<file path="src/rtl/mux4_rr_arbiter_if.sv">
// Handshake bundle between four requesters and the shared-mux arbiter.
// The arbiter takes the slave side, the requesters the master side.
interface mux4_rr_arbiter_if;
  logic [3:0] req;
  logic [3:0] gnt;
  logic [1:0] sel;
  logic       busy;
  logic       timeout;

  modport master (
    output req,
    input  gnt,
    input  sel,
    input  busy,
    input  timeout
  );

  modport slave (
    input  req,
    output gnt,
    output sel,
    output busy,
    output timeout
  );
endinterface

</file>
<file path="src/rtl/mux4_rr_arbiter.sv">
// Round-robin owner of a shared 4:1 single-bit mux with a one-cycle
// break-before-make gap and optional hold-limit preemption.
module mux4_rr_arbiter #(
  parameter int unsigned HOLD_MAX = 8
) (
  input logic               sysclk,
  input logic               sys_rst_n,
  mux4_rr_arbiter_if.slave  bus
);

  localparam int CW = (HOLD_MAX == 0) ? 1 : $clog2(HOLD_MAX + 1);
  localparam logic [CW-1:0] HMAX = CW'(HOLD_MAX);
  localparam logic [CW-1:0] ONE  = CW'(1);

  typedef enum logic [1:0] {
    IDLE,
    GRANT,
    GAP
  } state_e;

  state_e        state_q, state_d;
  logic [1:0]    ptr_q, ptr_d;
  logic [CW-1:0] cnt_q, cnt_d;
  logic [3:0]    gnt_q, gnt_d;
  logic [1:0]    sel_q, sel_d;
  logic          busy_q, busy_d;
  logic          timeout_q, timeout_d;

  logic [1:0]    win;
  logic [1:0]    idx;
  logic          hit;
  logic          own;
  logic          others;
  logic          preempt;

  // First set request walking upward from the priority pointer.
  always_comb begin
    win = 2'd0;
    idx = 2'd0;
    hit = 1'b0;
    for (int i = 0; i < 4; i++) begin
      idx = ptr_q + 2'(i);
      if (!hit && bus.req[idx]) begin
        hit = 1'b1;
        win = idx;
      end
    end
  end

  assign own     = bus.req[sel_q];
  assign others  = |(bus.req & ~(4'b0001 << sel_q));
  assign preempt = (HOLD_MAX != 0) && (cnt_q == HMAX) && others;

  always_comb begin
    state_d   = state_q;
    ptr_d     = ptr_q;
    cnt_d     = cnt_q;
    gnt_d     = gnt_q;
    sel_d     = sel_q;
    busy_d    = busy_q;
    timeout_d = 1'b0;
    unique case (state_q)
      IDLE: begin
        if (hit) begin
          gnt_d   = 4'b0001 << win;
          sel_d   = win;
          busy_d  = 1'b1;
          cnt_d   = ONE;
          state_d = GRANT;
        end else begin
          gnt_d  = 4'b0000;
          busy_d = 1'b0;
        end
      end
      GRANT: begin
        if (!own || preempt) begin
          // A plain release wins over a simultaneous preempt.
          timeout_d = own;
          gnt_d     = 4'b0000;
          busy_d    = 1'b0;
          cnt_d     = '0;
          ptr_d     = sel_q + 2'd1;
          state_d   = GAP;
        end else if (HOLD_MAX != 0 && cnt_q != HMAX) begin
          cnt_d = cnt_q + ONE;
        end
      end
      GAP: begin
        state_d = IDLE;
      end
      default: begin
        state_d = IDLE;
        gnt_d   = 4'b0000;
        busy_d  = 1'b0;
      end
    endcase
  end

  always_ff @(posedge sysclk or negedge sys_rst_n) begin
    if (!sys_rst_n) begin
      state_q   <= IDLE;
      ptr_q     <= 2'd0;
      cnt_q     <= '0;
      gnt_q     <= 4'b0000;
      sel_q     <= 2'd0;
      busy_q    <= 1'b0;
      timeout_q <= 1'b0;
    end else begin
      state_q   <= state_d;
      ptr_q     <= ptr_d;
      cnt_q     <= cnt_d;
      gnt_q     <= gnt_d;
      sel_q     <= sel_d;
      busy_q    <= busy_d;
      timeout_q <= timeout_d;
    end
  end

  assign bus.gnt     = gnt_q;
  assign bus.sel     = sel_q;
  assign bus.busy    = busy_q;
  assign bus.timeout = timeout_q;

endmodule

</file>
<file path="src/flat_wrapper.sv">
// flat-port wrapper written by rule: the top's interface ports become plain ports
module mux4_rr_arbiter_flat 
#(
  parameter int unsigned HOLD_MAX = 8
)
  (sysclk, sys_rst_n, bus_req, bus_gnt, bus_sel, bus_busy, bus_timeout);
  mux4_rr_arbiter_if bus_i ();
  input logic sysclk;
  input logic sys_rst_n;
  input wire logic [$bits(bus_i.req)-1:0] bus_req;
  output wire logic [$bits(bus_i.gnt)-1:0] bus_gnt;
  output wire logic [$bits(bus_i.sel)-1:0] bus_sel;
  output wire logic [$bits(bus_i.busy)-1:0] bus_busy;
  output wire logic [$bits(bus_i.timeout)-1:0] bus_timeout;
  assign bus_i.req = bus_req;
  assign bus_gnt = bus_i.gnt;
  assign bus_sel = bus_i.sel;
  assign bus_busy = bus_i.busy;
  assign bus_timeout = bus_i.timeout;
  mux4_rr_arbiter #(.HOLD_MAX(HOLD_MAX)) u_core (.sysclk(sysclk), .sys_rst_n(sys_rst_n), .bus(bus_i));
endmodule
</file>
<file path="config.mk">
export PLATFORM = sky130hd
export DESIGN_NAME = mux4_rr_arbiter_flat
export DESIGN_NICKNAME = d
export VERILOG_FILES = /design/src/rtl/mux4_rr_arbiter_if.sv /design/src/rtl/mux4_rr_arbiter.sv /design/src/flat_wrapper.sv
export SDC_FILE = /design/constraint.sdc
export NUM_CORES = 1
export LEC_CHECK = 0
export ABC_AREA = 1
export BUFFER_PORTS_ARGS = -buffer_cell sky130_fd_sc_hd__buf_4
export CORE_MARGIN = 10
export CORE_UTILIZATION = 61
export DETAILED_ROUTE_END_ITERATION = 16
export PLACE_DENSITY = 0.83
export RECOVER_POWER = 25
export SETUP_SLACK_MARGIN = 0.05
export SYNTH_ARGS = -nofsm -noshare
export SYNTH_HDL_FRONTEND = slang
export SYNTH_SLANG_ARGS = --single-unit
export TNS_END_PERCENT = 30
</file>
<file path="constraint.sdc">
create_clock -name sysclk -period 2.59 [get_ports sysclk]
set_input_delay 0.518 -clock sysclk [delete_from_list [all_inputs] [get_ports sysclk]]
set_output_delay 0.518 -clock sysclk [all_outputs]
set_load 0.03 [all_outputs]
</file>
Word level (Yosys, flattened, before mapping)
Index checks and enable logic that the tools add are counted.

storage, ports and cells
  flip-flop bits (word level) = 16

cells by class
  $add $sub $neg = 5
  $lt $le $gt $ge = 5
  eq/ne operators = 7
  shifts and indexed selects = 2
  mux-type cells = 33
  bitwise logic cells = 3
  reductions and logical operators = 17

operators by type and width
  kind                                                                      count
  4-bit two-way mux                                                         5
  2-bit by 3-bit < comparator with 1-bit output (second input constant)     5
  1-bit two-way mux                                                         13
  2-bit two-way mux                                                         6
  4-bit one-hot mux with 3 select lines                                     1
  1-bit binary-select mux with 2-bit select                                 5
  4-bit one-hot mux with 2 select lines                                     1
  2-bit AND reduction                                                       4
  1-bit by 2-bit left shift with 4-bit output (first input constant)        2
  2-bit by 1-bit adder with 2-bit output (second input constant)            2
  2-bit adder (second input constant)                                       2
  4-bit by 1-bit adder with 4-bit output (second input constant)            1
  4-bit bitwise AND                                                         1
  4-bit == test (second input constant)                                     1
  1-bit logical AND                                                         4
  1-bit zero test                                                           4
  2-bit by 1-bit inequality test with 1-bit output (second input constant)  2
  4-bit inequality test (second input constant)                             1
  4-bit inverter                                                            1
  2-bit one-hot mux with 2 select lines                                     1
  4-bit OR reduction                                                        1
  3-bit by 1-bit inequality test with 1-bit output (second input constant)  1
  1-bit one-hot mux with 3 select lines                                     1
  3-bit AND reduction                                                       1
  6 further kinds                                                           6

Depth between registers and ports, before layout
Gate-level depths: netlist of the first run.

  depth in word-level cells = 15
  mapped depth = 12
  gate-level depth less buffers = 12

Worst setup path before layout of the first run
OpenSTA, ideal clock, no wires.

  path kind = reg2reg
  from = register u_core.sel_q[0] (netlist: u_core.bus.sel[0])
  to = register u_core.gnt_q[0] (netlist: u_core.bus.gnt[0])
  arrival time = 1712 ps
  required time = 2525 ps
  slack = 813 ps
  cell stages (with the launch flop) = 13
  period minus slack after synthesis = 1777 ps
  cells stage by stage = dfrtp_1 inv_1 ha_1 inv_1 nand2_1 o21ai_0 o21ai_1 nand2_1 inv_1 nand2_1 o21ai_2 nand2_1 nand2_1

between the ends
  cells in the longest elaborated chain, start to end = 8

ends and longest elaborated chain
  element                                                                RTL line                text
  start: declaration                                                     mux4_rr_arbiter.sv:25   logic [1:0] sel_q, sel_d;
  start signal: assignment                                               mux4_rr_arbiter.sv:113  sel_q <= sel_d;
  1-bit by 2-bit left shift with 4-bit output                            mux4_rr_arbiter.sv:51   assign others = |(bus.req & ~(4'b0001 << sel_q));
  4-bit inverter                                                         mux4_rr_arbiter.sv:51
  4-bit bitwise AND                                                      mux4_rr_arbiter.sv:51
  4-bit OR reduction                                                     mux4_rr_arbiter.sv:51
  1-bit logical AND                                                      mux4_rr_arbiter.sv:52   assign preempt = (HOLD_MAX != 0) && (cnt_q == HMAX) && others;
  1-bit logical OR (*)                                                   mux4_rr_arbiter.sv:76   if (!own || preempt) begin
  2-bit by 1-bit inequality test with 1-bit output (no source line) (*)  --
  2-bit AND reduction (no source line) (*)                               --
  end signal: assignment                                                 mux4_rr_arbiter.sv:112  gnt_q <= gnt_d;
  end: declaration                                                       mux4_rr_arbiter.sv:24   logic [3:0] gnt_q, gnt_d;

Every way passes the cells marked *; elsewhere a longest branch is shown, timed or not. The select of a mux whose other input is x is not followed.
A chain may end at the register's enable or synchronous reset.

Worst setup path after layout of the first run
  from = register u_core.sel_q[0] (netlist: u_core.bus.sel[0])
  to = register u_core.gnt_q[2] (netlist: u_core.bus.gnt[2])

Same word-level chain as after synthesis.

==> metrics.csv, run 1 <==
stage,metric,value,unit
status,status,"finished, final reports clean",
global_routing,initial antenna violation count,0,
critical_path,CP Cell Sequence,"inv_1, ha_1, inv_1, nand2_1, o21ai_0, o21ai_1, nand2_1, inv_1, nand2_1, o21ai_2, nand2_1, nand2_1",
pwr,P_leak,0.790,nW
place,worst slack at placement,0.595,ns
floorplanning,chip height,64.4,um
synth,Async SR Flop Fraction,100,%
drt,drt via density,5.25,
global_routing,number of global-route vias before repair,1045,
synth,Mapped Area,1200,um2
floorplanning,Die Footprint,4140,um2
cts,number of setup buffers added after CTS,0,
timing,worst slew pin tran,0.804,ns
finish,Final #Nets,207,
critical_path,CP arrival,2.26,ns
synth,"Top FF cell, synth",dfrtp_1,
global_routing,GRT overflow,0,
synth,Synth Net Count,190,
pwr,switch share,55.1,%
place,IO Port Bufs,13,
timing,setup violators final,0,
place,DPL Wire Length,2.17,mm
synth,Cells after Synth,178,
critical_path,crit path kind,flip-flop to flip-flop,
synth,sequential area share after synthesis,33.3,%
timing,final setup TNS,0,ns
synth,YS warnings,0,
critical_path,WP buf/inv,3,
timing,number of hold violations in the final report,0,
synth,"EDFF count, synth",0,
floorplanning,IO Pins,14,
drt,DR vias,1150,
finish,"commonest non-fill, non-tap cell in the layout",nand2_1,
synth,Netlist cell types,22,
timing,setup clock skew after layout,0.00153,ns
critical_path,slowest CP cell,dfrtp_1,
global_routing,first-pass GRT wire length,4.74,mm
timing,fin crit period,2.03,ns
drt,drt first-iter violations,68,
floorplanning,core area,1800,um2
cts,hold buffers post-CTS,0,
pwr,Gate power share,65.5,%
critical_path,crit-path max cell delay,0.50,ns
critical_path,CP Max Fanout,8,
critical_path,crit end category,flip-flop,
pwr,Psw,0.983,mW
critical_path,startpoint class of the critical path,flip-flop,
cts,Sink Count,16,
cts,TritonCTS clock tree,yes,
timing,max_slew headroom,46.4,%
drt,Initial DRT Pass Iterations,4,
place,routability cong.,0.875,
pwr,Clock power frac,9.0,%
pwr,Pwr Density,1320,nW/um2
pwr,Peak VDD IR,0.000914,V
floorplanning,Cell Rows,15,
finish,diodes inserted,0,
drt,# DRC,0,
drt,Total Routed Length,2.69,mm
synth,Syn Area/Cell,6.75,um2
cts,Root Buffer,clkbuf_4,
timing,pins over their slew limit,0,
finish,most frequent cells in the layout,"68 x nand2_1, 20 x nand3_1, 19 x inv_1, 16 x dfrtp_1, 12 x buf_4",
timing,final worst path period share,78.6,%
finish,layout cells sized above 1,17.5,%
cts,level count of the clock H-tree,1,
cts,clock buffer depth,2,
floorplanning,Initial Util,66.7,%
cts,cts repair resizes,0,
pwr,P_int,0.799,mW
critical_path,WP data required,2.81,ns
run,maxcap violations,0,
floorplanning,Die Wd,64.4,um
synth,post-synthesis register bit count,16,
timing,RSZ-0062 raised after global routing,no,
drt,"antenna viol nets, final",0,
pwr,Seq pwr share,25.4,%
global_routing,gr usage total,13.4,%
global_routing,largest net degree at the start of global routing,17,
drt,routed len/inst,12.3,um
cts,CTS Buf Count,3,
cts,Skew-Pair Late Insertion Delay,0.28,ns
timing,Peak Freq,491,MHz
finish,Syn-to-layout area delta,12.8,%
critical_path,Top delay family on crit path,compound AO/OA/AOI/OAI gates,
finish,Filler cells,158,
timing,setup ws final,0.555,ns
worst_hold_path,Worst Hold Class,primary input to asynchronous set/reset pin,
cts,Worst-path clk slew,0.09,ns
critical_path,"Top cell by count, worst path",nand2_1,
==> registers in the layout, indices dropped and copies added (netlist names) <==
name                cells
u_core.bus.busy         1
u_core.bus.gnt          4
u_core.bus.sel          2
u_core.bus.timeout      1
u_core.cnt_q            4
u_core.ptr_q            2
u_core.state_q          2
==> kinds of logic after synthesis <==
| logic type | after synthesis | share of synthesized area, % |
|---|---|---|
| simple gates | 116 | 44.6 |
| buf+inv | 24 | 7.81 |
| flops | 16 | 33.3 |
| compound gates | 14 | 6.56 |
| fa+ha+maj | 6 | 6.25 |
| xor+xnor | 2 | 1.46 |
==> synthesized netlist by cell type, types with 3 or more instances <==
cell type,n,area share [%]
nand2_1,68,21
nand3_1,20,8.3
inv_1,19,5.9
dfrtp_1,16,33
nor2_1,11,3.4
nand2_2,7,3.6
ha_1,6,6.2
o21ai_0,6,2.5
inv_2,4,1.2
nand4_1,3,1.6
o21ai_1,3,1.2
==> metrics by stage <==
step	total power [mW]	area, um2	hold slack [ns]	util (%)	std cells
after floorplan	1.35	1200	0.222	-	178
after global placement	1.57	1320	0.381	73.4	215
after detailed placement	1.62	1320	0.384	73.4	215
after CTS	1.79	1360	0.0723	75.4	219
after global routing	1.99	1360	0.348	75.2	219
final	1.78	1360	0.291	75.2	219
==> metal layers <==
metal | wire, um | vias up | part of all wire [%] | track usage [%]
met5 | 0 | - | 0 | 0
met4 | 0 | 0 | 0 | 0.802
met3 | 183 | 0 | 6.8 | 4.70
met2 | 1210 | 30 | 45 | 20.7
met1 | 1300 | 528 | 48 | 18.3
li1 | - | 592 | - | -
==> worst paths after layout <==
| check | start | endpoint | slack, ns | cells past startpoint |
|---|---|---|---|---|
| hold reg to reg | u_core.bus.busy | u_core.bus.busy | 0.49 | 2 |
| hold / removal | sys_rst_n | u_core.cnt_q[3] | 0.29 | 1 |
| min in group sysclk | u_core.bus.busy | u_core.bus.busy | 0.49 | 2 |
| setup / recovery | u_core.bus.sel[0] | u_core.bus.gnt[2] | 0.56 | 12 |
| setup reg to reg | u_core.bus.sel[0] | u_core.bus.gnt[2] | 0.56 | 12 |
| max in group asynchronous | sys_rst_n | u_core.state_q[0] | 1.80 | 1 |
==> power groups by stage <==
stage | combinational (mW) | clock [mW] | sequential, mW
global placement | 1.12 | 0 | 0.450
detailed placement | 1.16 | 0 | 0.455
CTS | 1.17 | 0.165 | 0.451
floorplan | 0.868 | 0 | 0.485
finish | 1.17 | 0.161 | 0.453
global route | 1.34 | 0.176 | 0.472
==> cell type report <==
type / count / area (um2) / area share [%]
timing repair buffer: 13 / 93.8 / 6.93
multi-input combinational: 138 / 707 / 52.2
clock buffer: 4 / 36.3 / 2.68
inverter: 23 / 86.3 / 6.37
tap: 25 / 31.3 / 2.31
sequential: 16 / 400 / 29.5
Power figures use the tool's default switching activity.
==> inputs of run 2 (changes only) <==
- ABC_AREA: 1 -> 0
- CORE_UTILIZATION: 61 -> 49
- PLACE_DENSITY: 0.83 -> 0.73
- clock period: 2.59 -> 1.7 ns (I/O delays scaled with it)
==> run 2 against run 1 <==
Against the previous run:
- the run now ends with setup timing left
- highest routed layer is now met4
- critical path type unchanged
- sequential share of layout area rose by 0.49 points
- final area fell by 1.0%
- clock skew barely moved
- sequential power rose by 49%
==> metrics.csv, run 2 <==
stage,metric,value,unit,change
timing,setup violators final,4,,+4
worst_hold_path,Hold Startpoint,u_core.bus.gnt[2],,
critical_path,R2R Path End,u_core.bus.gnt[3],,
critical_path,crit path kind,flip-flop to flip-flop,,
drt,Total Routed Length,2.43,mm,-9.7%
place,routability cong.,0.783,,-11%
cts,TritonCTS clock tree,yes,,
place,placed cells,143,,-33%
pwr,P_leak,0.635,nW,-20%
timing,worst slew pin tran,0.830,ns,+0.0259 ns
global_routing,GRT overflow,0,,unchanged
timing,Peak Freq,571,MHz,+16%
timing,pins over their slew limit,0,,unchanged
pwr,Pwr Density,1720,nW/um2,+31%
place,IO Port Bufs,13,,unchanged
critical_path,WP data required,1.88,ns,-0.93 ns
pwr,switch share,42.0,%,-13 points
finish,most frequent cells in the layout,"32 x buf_4, 14 x dfrtp_1, 6 x nor2_1, 5 x nand2_1",,
worst_hold_path,Worst Hold Class,flip-flop to flip-flop,,
synth,Async SR Flop Fraction,100,%,unchanged
floorplanning,Initial Util,53.2,%,-13 points
place,DPL Wire Length,1.75,mm,-19%
finish,"Core Util, Final",76.0,%,+0.82 points
cts,CTS Buf Count,3,,unchanged
synth,Synth area leader,dfrtp_1,,
drt,drt via density,5.72,,+8.9%
worst_hold_path,Hold Path Depth,1,,
cts,level count of the clock H-tree,1,,unchanged
timing,final setup TNS,-0.160,ns,-0.160 ns
drt,# DRC,0,,unchanged
cts,Skew-Pair Late Insertion Delay,0.29,ns,about the same
floorplanning,chip height,63.8,um,-0.96%
synth,Mapped Area,938,um2,-22%
drt,"antenna viol nets, final",0,,unchanged
drt,drt first-iter violations,24,,-65%
critical_path,startpoint class of the critical path,flip-flop,,
floorplanning,Cell Rows,15,,unchanged
pwr,Seq pwr share,29.2,%,+3.8 points
global_routing,number of global-route vias before repair,837,,-20%
global_routing,gr usage total,12.2,%,-1.2 points
pwr,Psw,0.968,mW,-1.5%
floorplanning,IO Pins,14,,unchanged
cts,Root Buffer,clkbuf_4,,
synth,"EDFF count, synth",0,,unchanged
drt,Initial DRT Pass Iterations,4,,unchanged
timing,RSZ-0062 raised after global routing,yes,,
critical_path,FF-to-FF path depth,4,,-8
finish,final cell count without fillers,153,,-30%
status,failing checks,setup timing,,
global_routing,initial antenna violation count,0,,unchanged
timing,Min Hold Slack,0.501,ns,+0.210 ns
cts,Worst-path clk slew,0.09,ns,about the same
critical_path,crit end category,flip-flop,,
finish,Syn-to-layout area delta,42.9,%,
cts,clock buffer depth,2,,unchanged
timing,setup clock skew after layout,0.00160,ns,+0.0000750 ns
status,status,"complete, but fails checks",,
synth,Synth Net Count,102,,-46%
critical_path,CP Max Fanout,5,,-3
synth,YS warnings,0,,unchanged
run,maxcap violations,0,,unchanged
pwr,Peak VDD IR,0.00111,V,+21%
drt,DR vias,875,,-24%
global_routing,largest net degree at the start of global routing,17,,unchanged
synth,sequential area share after synthesis,42.7,%,+9.3 points
synth,Synth top area share,42.7,%,+9.3 points
synth,"Top FF cell, synth",dfrtp_1,,
timing,number of hold violations in the final report,0,,unchanged
critical_path,r2r startpoint,u_core.bus.sel[0],,
synth,Post-synth top cells,"16 x dfrtp_1, 7 x nand2_1, 6 x ha_1, 6 x nor2_1, 6 x nor2b_1",,
timing,final worst path period share,103,%,+25 points
pwr,Clock power frac,11.0,%,+2.0 points
finish,layout cells sized above 1,47.7,%,+30 points
floorplanning,Die Footprint,4070,um2,-1.9%
pwr,Gate power share,59.8,%,-5.7 points
pwr,P_int,1.34,mW,+67%
drt,routed len/inst,15.9,um,+29%
synth,cell with the most instances after synthesis,dfrtp_1,,
finish,Final #Nets,141,,-32%
finish,diodes inserted,0,,unchanged
critical_path,flop-to-flop setup slack,-0.05,ns,-0.61 ns
floorplanning,Die Wd,63.8,um,-0.96%
synth,synth top area cells,"dfrtp_1 43%, ha_1 8.0%, nor2b_1 4.0%",,
global_routing,first-pass GRT wire length,4.00,mm,-16%
critical_path,CP arrival,1.93,ns,-0.33 ns
cts,Sink Count,16,,unchanged
timing,setup ws final,-0.0528,ns,-0.608 ns
floorplanning,core area,1760,um2,-2.1%
timing,max_slew headroom,44.6,%,-1.7 points
synth,post-synthesis register bit count,16,,unchanged
synth,Syn Area/Cell,10.4,um2,+55%
timing,fin crit period,1.75,ns,-0.282 ns
synth,Netlist cell types,34,,+55%
synth,Cells after Synth,90,,-49%
finish,"commonest non-fill, non-tap cell in the layout",buf_4,,
worst_hold_path,Worst Hold End,u_core.bus.gnt[2],,
place,worst slack at placement,-0.0370,ns,-0.632 ns
## run 2: power groups by stage
stage          combinational [mW]  sequential [mW]  clock (mW)
6_report                     1.38            0.674       0.253
5_1_grt                      1.50            0.705       0.275
4_1_cts                      1.31            0.669       0.256
3_5_place_dp                 1.11            0.666           0
3_3_place_gp                 1.08            0.657           0
2_1_floorplan               0.540            0.795           0
## run 2: worst max path at each step
stage	start	to	slack (ns)	cells past startpoint
3_5_place_dp	u_core.bus.sel[1]	u_core.bus.gnt[1]	-0.04	7
5_1_grt	u_core.bus.sel[1]	u_core.ptr_q[0]	-0.12	6
6_report	u_core.bus.sel[0]	u_core.bus.gnt[3]	-0.05	4
4_1_cts	u_core.bus.sel[1]	u_core.ptr_q[1]	-0.06	6
2_1_floorplan	u_core.bus.sel[0]	u_core.ptr_q[0]	-0.05	6
3_3_place_gp	u_core.bus.sel[0]	u_core.ptr_q[0]	-0.07	6
## run 2: what timing repair did
action	in CTS	in global routing
cloned	0	0
pin swaps	7	2
setup endpoints to repair	10	15
buffers inserted	3	2
hold buffers	1	0
gates resized for setup	14	5
endpoints found under the hold margin	16	0
## run 2: layout make-up
cell class	instances	area, um2
repair buffers	34	254
well taps	25	31.3
inverters	5	21.3
flip-flops and latches	16	403
clock buffers	4	36.3
fillers	144	423
multi-input cells	69	596
## run 2: critical path, cell delays in order, from the launching register on
cell	delay (ns)
dfrtp_2	0.45
mux4_2	0.57
and2_4	0.17
a22o_4	0.25
a32o_1	0.21
## run 2: cells by family after synthesis
logic type               count (synthesis)  synth area share [%]
adder cells (fa/ha/maj)                  6                  8.00
flip-flops                              16                  42.7
AND/OR/NAND/NOR                         33                  18.7
AO/OA/AOI/OAI                           25                  21.7
multiplexers                             4                  6.00
XOR/XNOR                                 1                 0.934
buffers and inverters                    5                  2.00
## run 2: layer usage
metal  global-route usage [%]  wire (um)  up-vias
li1                         -          -      408
met1                     14.1        992      424
met2                     19.2       1180       33
met3                     1.92        135       10
met4                     10.7        121        0
met5                        0          0        -
## run 2: stage by stage
stage	cell area, um2	power, mW
final	1340	2.31
after global routing	1340	2.48
after CTS	1310	2.23
after detailed placement	1180	1.78
after global placement	1180	1.74
after floorplan	941	1.33
